File: src/rtl/uart_rx_oversample.sv
// Oversampling UART receiver: 2-flop line synchronizer, sample-tick divider and
// start/data/stop FSM that samples mid-bit and flags bad stop bits.
module uart_rx_oversample #(
    parameter int unsigned SIZE_DATA   = 8,
    parameter int unsigned OVER_SAMPLE = 16,
    parameter int unsigned MID_SAMPLE  = 8,
    parameter int unsigned DIV_SAMPLE  = 326
) (
    input  logic                 i_clk,
    input  logic                 i_rst_n,
    input  logic                 i_rx_en,
    input  logic                 i_rx,
    output logic [SIZE_DATA-1:0] o_data,
    output logic                 o_rx_done,
    output logic                 o_frame_err,
    output logic                 o_busy
);

    localparam int unsigned TW = (OVER_SAMPLE > 1) ? $clog2(OVER_SAMPLE) : 1;
    localparam int unsigned BW = $clog2(SIZE_DATA + 1);
    localparam int unsigned DW = (DIV_SAMPLE > 1) ? $clog2(DIV_SAMPLE) : 1;

    localparam logic [TW-1:0] TICK_MID  = TW'(MID_SAMPLE - 1);
    localparam logic [TW-1:0] TICK_LAST = TW'(OVER_SAMPLE - 1);
    localparam logic [BW-1:0] BIT_LAST  = BW'(SIZE_DATA - 1);
    localparam logic [DW-1:0] DIV_LAST  = DW'(DIV_SAMPLE - 1);

    typedef enum logic [1:0] {StIdle, StStart, StData, StStop} state_e;

    state_e               state_q;
    logic                 rx_meta_q;
    logic                 rx_s_q;
    logic [DW-1:0]        div_q;
    logic [TW-1:0]        tick_q;
    logic [BW-1:0]        bit_q;
    logic [SIZE_DATA-1:0] shift_q;
    logic                 tick;

    // Synchronizer resets to the idle (high) line level.
    always_ff @(posedge i_clk or negedge i_rst_n) begin
        if (!i_rst_n) begin
            rx_meta_q <= 1'b1;
            rx_s_q    <= 1'b1;
        end else begin
            rx_meta_q <= i_rx;
            rx_s_q    <= rx_meta_q;
        end
    end

    assign tick = (state_q != StIdle) && (div_q == DIV_LAST);

    always_ff @(posedge i_clk or negedge i_rst_n) begin
        if (!i_rst_n) begin
            div_q <= '0;
        end else if (state_q == StIdle || !i_rx_en || tick) begin
            div_q <= '0;
        end else begin
            div_q <= div_q + 1'b1;
        end
    end

    always_ff @(posedge i_clk or negedge i_rst_n) begin
        if (!i_rst_n) begin
            state_q     <= StIdle;
            tick_q      <= '0;
            bit_q       <= '0;
            shift_q     <= '0;
            o_data      <= '0;
            o_rx_done   <= 1'b0;
            o_frame_err <= 1'b0;
            o_busy      <= 1'b0;
        end else begin
            o_rx_done   <= 1'b0;
            o_frame_err <= 1'b0;
            if (state_q != StIdle && !i_rx_en) begin
                state_q <= StIdle;
                tick_q  <= '0;
                bit_q   <= '0;
                o_busy  <= 1'b0;
            end else begin
                case (state_q)
                    StIdle: begin
                        if (i_rx_en && !rx_s_q) begin
                            state_q <= StStart;
                            tick_q  <= '0;
                            bit_q   <= '0;
                            o_busy  <= 1'b1;
                        end
                    end
                    StStart: begin
                        if (tick) begin
                            if (tick_q == TICK_MID) begin
                                tick_q <= '0;
                                if (!rx_s_q) begin
                                    state_q <= StData;
                                end else begin
                                    state_q <= StIdle;
                                    o_busy  <= 1'b0;
                                end
                            end else begin
                                tick_q <= tick_q + 1'b1;
                            end
                        end
                    end
                    StData: begin
                        if (tick) begin
                            if (tick_q == TICK_LAST) begin
                                tick_q  <= '0;
                                shift_q <= {rx_s_q, shift_q[SIZE_DATA-1:1]};
                                bit_q   <= bit_q + 1'b1;
                                if (bit_q == BIT_LAST) begin
                                    state_q <= StStop;
                                end
                            end else begin
                                tick_q <= tick_q + 1'b1;
                            end
                        end
                    end
                    StStop: begin
                        if (tick) begin
                            if (tick_q == TICK_LAST) begin
                                tick_q  <= '0;
                                bit_q   <= '0;
                                state_q <= StIdle;
                                o_busy  <= 1'b0;
                                if (rx_s_q) begin
                                    o_data    <= shift_q;
                                    o_rx_done <= 1'b1;
                                end else begin
                                    o_frame_err <= 1'b1;
                                end
                            end else begin
                                tick_q <= tick_q + 1'b1;
                            end
                        end
                    end
                    default: begin
                        state_q <= StIdle;
                        o_busy  <= 1'b0;
                    end
                endcase
            end
        end
    end

endmodule

File: config.mk
export PLATFORM = sky130hd
export DESIGN_NAME = uart_rx_oversample
export DESIGN_NICKNAME = d
export VERILOG_FILES = /design/src/rtl/uart_rx_oversample.sv
export SDC_FILE = /design/constraint.sdc
export NUM_CORES = 1
export LEC_CHECK = 0
export CAP_MARGIN = 20
export CORE_MARGIN = 4
export CORE_UTILIZATION = 60
export CTS_CLUSTER_SIZE = 12
export DETAILED_ROUTE_END_ITERATION = 10
export GPL_TIMING_DRIVEN = 0
export PLACE_DENSITY = 0.82
export SYNTH_ARGS = -nofsm -noshare
export SYNTH_HDL_FRONTEND = slang
export SYNTH_SLANG_ARGS = --single-unit
File: constraint.sdc
create_clock -name i_clk -period 4.4 [get_ports i_clk]
set_input_delay 0.44 -clock i_clk [delete_from_list [all_inputs] [get_ports i_clk]]
set_output_delay 0.44 -clock i_clk [all_outputs]
set_load 0.02 [all_outputs]
==> summary by stage <==
Status
The flow ran to the end, and the final reports show no timing, DRC or antenna violations.

Final layout
The number of filler cells placed in the layout is 186. The share of the core filled with cells is 74.0%. The number of nets in the layout is 189. The signed area change from the synthesized netlist to the final layout is 14.0%. The repair_antennas step left the layout with diodes totalling 0. The layout cell share with drive strength beyond 1 is 20.9%.

Placement
Buffers placed on the I/O ports in this run total 14. OpenSTA, run right after detailed placement, puts the worst setup slack at 2040 ps. Routability-driven placement finished with a final weighted congestion of 0.937. Once detailed placement completed, the half-perimeter wirelength came to 2230 um.

Worst setup path
The maximum fanout encountered on the critical timing path is 8. The worst setup path is launched from an input port. STA puts the critical path data required time at 4640 ps. For the worst flop-to-flop path, the logic depth is 6.

In this run the worst setup path begins at i_rx_en. The capturing element type of the critical path is a flop. The setup slack of the worst register-to-register path is 2410 ps. Following the worst setup path forward leads to its endpoint at state_q[0]$_DFFE_PN0P_.

The endpoint identified for the worst register-to-register timing path is o_data[2]$_DFFE_PN0P_. In this run the critical register-to-register path is launched from tick_q[1]$_DFFE_PN0P_. For the worst setup path, the data arrival time is 2290 ps. Walking the worst path, the cells encountered are clkdlybuf4s50_1 -> inv_1 -> o21ai_0 -> o211ai_1 -> o311a_1. The largest single stage delay on the critical path is 600 ps. For this design, the slowest cell found on the critical path is sky130_fd_sc_hd__clkdlybuf4s50_1.

The critical setup path kind is input port to flop.

Power and ir drop
The internal power is 0.000555 W. Of the total power, the share spent switching nets is 29.2%. Across the VDD grid, the largest voltage drop is 0.309 mV. Sequential cells account for 52.6% of the total power. The share of total power dissipated in combinational logic is 15.7%.

The net switching power is 0.000229 W. The analysis attributes to cell leakage a power of 0.996 nW. Power spread over the standard cell area amounts to 374 nW/um^2. The share of power burned in the clock network is 31.7%.

Synth
The average cell area after synthesis is 11.5 um^2. The cell count after synthesis came out at 160. Sorting the synthesized cells by area gives the leading types as sky130_fd_sc_hd__dfrtp_1, sky130_fd_sc_hd__mux2_2, sky130_fd_sc_hd__nor2_1. The number of nets in the synthesized netlist is 168. The post-synthesis cell type with the largest combined area is sky130_fd_sc_hd__dfrtp_1. The cell with the most instances after synthesis is sky130_fd_sc_hd__dfrtp_1.

Of all flip-flops after synthesis, the portion carrying an async set or reset was 100%. The number of enable flip-flop cells after synthesis is 0. The number of synthesis warnings is 0. The distinct cell type count after synthesis is 41. The share of synthesized area in the top cell type comes to 51.8%.

The synthesized flop and latch total is 40. The sequential element share of the synthesized area is 54.6%. Summing every instance area after synthesis gives 1840 um^2. Among all flip-flop cells after synthesis, the most frequent one is sky130_fd_sc_hd__dfrtp_1. Counting instances in the post-synthesis netlist gives the leading cell types as sky130_fd_sc_hd__dfrtp_1, sky130_fd_sc_hd__nor2_1, sky130_fd_sc_hd__mux2_2.

Detailed routing
After detailed routing, the number of remaining DRC violations is 0. The number of vias in the routed layout is 1307. The number of optimization iterations in the first detailed-route pass is 5. The detailed-route wire length per cell is 15.0 um. The detailed router finished its first iteration with 53 violations. The detail route stage leaves a number of antenna-violating nets equal to 0. Dividing the detail-routed via count by the number of cells gives 6.14. Wires add up to 3200 um.

Timing
The total count of max-transition violations in the final report is 0. The worst slew margin relative to its limit is 42.9%. The count of endpoints failing hold in the final timing report is 0.

Between clock sinks in the finished design, the worst skew comes to 6.89 ps. The pin slew with the least headroom to its limit is 857 ps. Setup slack closes at 2360 ps.

Setup violations remaining at the end of the flow were counted as 0. The part of the cycle the worst path needs is 46.4%. The peak clock frequency supported by timing is 0.490 GHz.

The post-layout minimum cycle time is 2040 ps. The final total negative setup slack is 0 ps. Setup repair after global routing left no endpoint under its margin.

CTS
The hold buffer count at CTS is 0. The H-tree depth is 2. After clock tree synthesis, the setup repair step added 0 buffers.

The library cell used as clock root buffer is sky130_fd_sc_hd__clkbuf_4. The buffer levels on the longest clock path is 2. The sink count of the clock tree is 40. The CTS tree is done. After clock tree synthesis, the clock-pin slew on the worst setup and hold paths is 120 ps. TritonCTS created 5 clock buffers. For the worst-skew pair, the clock arrives at the later sink with an insertion delay of 350 ps. Once the clock tree was built, the resizer swapped 0 gates to a different size.

Floorplanning
The total core area is 2830 um^2. The die covers 4010 um^2. In this run the horizontal extent of the chip is 63.3 um.

During I/O placement, the number of pins put on the boundary was 15. The number of placement rows is 19. The initial core utilization is 64.9%. The chip height is 63.3 um.

Min path
The min-delay analysis places its worst path in the category input port to async pin.

Global routing
The number of antenna violations at the first check in global routing is 0. Entering global routing, the biggest net connects 41 pins. The overall global routing resource usage is 17.0%. The via count of the first global-routing pass is 1257. The first-pass GRT wire length is 5290 um. The total overflow left after global routing is 0.

Flow run
The max capacitance violation total is 0.
## power groups by stage
stage	clock network (W)	logic (W)	registers [W]
finish	0.000248	0.000123	0.000413
global route	0.000273	0.000137	0.000417
CTS	0.000252	0.000123	0.000412
detailed placement	0	0.000123	0.000419
global placement	0	0.000116	0.000417
floorplan	0	0.0000781	0.000419
## layer usage
layer / part of all wire (%) / global-route usage [%]
met1: 44 / 20.2
met2: 49 / 27.2
met3: 5.1 / 4.62
met4: 1.4 / 10.2
met5: 0 / 0
## logic make-up (layout without fill, tap and decap cells)
family / Yosys count / in the layout / share of synthesized area, %
muxes: 17 / 17 / 10.4
buffers and inverters: 9 / 31 / 2.04
AOI/OAI and AO/OA: 25 / 25 / 9.40
and+or+nand+nor: 58 / 58 / 17.5
DFF: 40 / 40 / 54.6
xor gates and xnor gates: 7 / 7 / 3.34
adders and majority gates: 4 / 4 / 2.72
## metrics by stage
| step | instance area [um^2] | hold slack [ps] | std cells | total power [W] |
|---|---|---|---|---|
| 6_report | 2090 | 185 | 213 | 0.000784 |
| 5_1_grt | 2090 | 241 | 213 | 0.000827 |
| 3_3_place_gp | 2020 | 346 | 205 | 0.000533 |
| 4_1_cts | 2090 | 204 | 213 | 0.000787 |
| 3_5_place_dp | 2010 | 348 | 205 | 0.000542 |
| 2_1_floorplan | 1840 | 144 | 160 | 0.000497 |
## area by class of cell
| cell class | count | area (um^2) | share of cell area, % |
|---|---|---|---|
| flip-flops and latches | 40 | 1000 | 47.9 |
| multi-input cells | 111 | 796 | 38.0 |
| repair buffers | 14 | 135 | 6.45 |
| clock inverters | 3 | 46.3 | 2.21 |
| well taps | 31 | 38.8 | 1.85 |
| clock buffers | 5 | 37.5 | 1.79 |
| plain buffers | 4 | 18.8 | 0.896 |
| inverters | 5 | 18.8 | 0.896 |
## state kept, by name, summed over array words and instances (netlist names), 2 cells and up
register  flops
bit_q         4
state_q       2
div_q         9
shift_q       8
tick_q        4
o_data        8
## worst min-delay path by stage
stage,start,to,cells after the start
2_1_floorplan,i_rst_n,bit_q[0]$_DFFE_PN0P_,0
3_3_place_gp,rx_meta_q$_DFF_PN1_,rx_s_q$_DFF_PN1_,0
3_5_place_dp,rx_meta_q$_DFF_PN1_,rx_s_q$_DFF_PN1_,0
4_1_cts,i_rst_n,shift_q[0]$_DFFE_PN0P_,1
5_1_grt,i_rst_n,shift_q[6]$_DFFE_PN0P_,1
6_report,i_rst_n,div_q[8]$_DFF_PN0_,1
## placed cells by master, fill, tap and decap left out, types with 2 or more instances in the layout
master                            netlist  routed
sky130_fd_sc_hd__ha_1                   4       4
sky130_fd_sc_hd__nand2_1               10      10
sky130_fd_sc_hd__dfrtp_1               38      38
sky130_fd_sc_hd__and3b_1                2       2
sky130_fd_sc_hd__clkdlybuf4s50_1        0      13
sky130_fd_sc_hd__a31oi_1                2       2
sky130_fd_sc_hd__nand3_1               11      11
sky130_fd_sc_hd__a21o_1                 2       2
sky130_fd_sc_hd__dfstp_2                2       2
sky130_fd_sc_hd__mux2_2                16      16
sky130_fd_sc_hd__nand4_1                4       4
sky130_fd_sc_hd__and4bb_4               2       2
sky130_fd_sc_hd__o211ai_1               2       2
sky130_fd_sc_hd__clkbuf_4               0       5
sky130_fd_sc_hd__inv_1                  5       5
sky130_fd_sc_hd__nor2_1                19      19
sky130_fd_sc_hd__o21ai_0                8       8
sky130_fd_sc_hd__buf_2                  3       4
sky130_fd_sc_hd__xor2_1                 6       6
## critical path: cells and delay by family
kind,cells,cell delay [ps]
buffers and inverters,2,690
AO/OA/AOI/OAI,3,1150
Note: power is estimated with default switching activity, not from simulation.
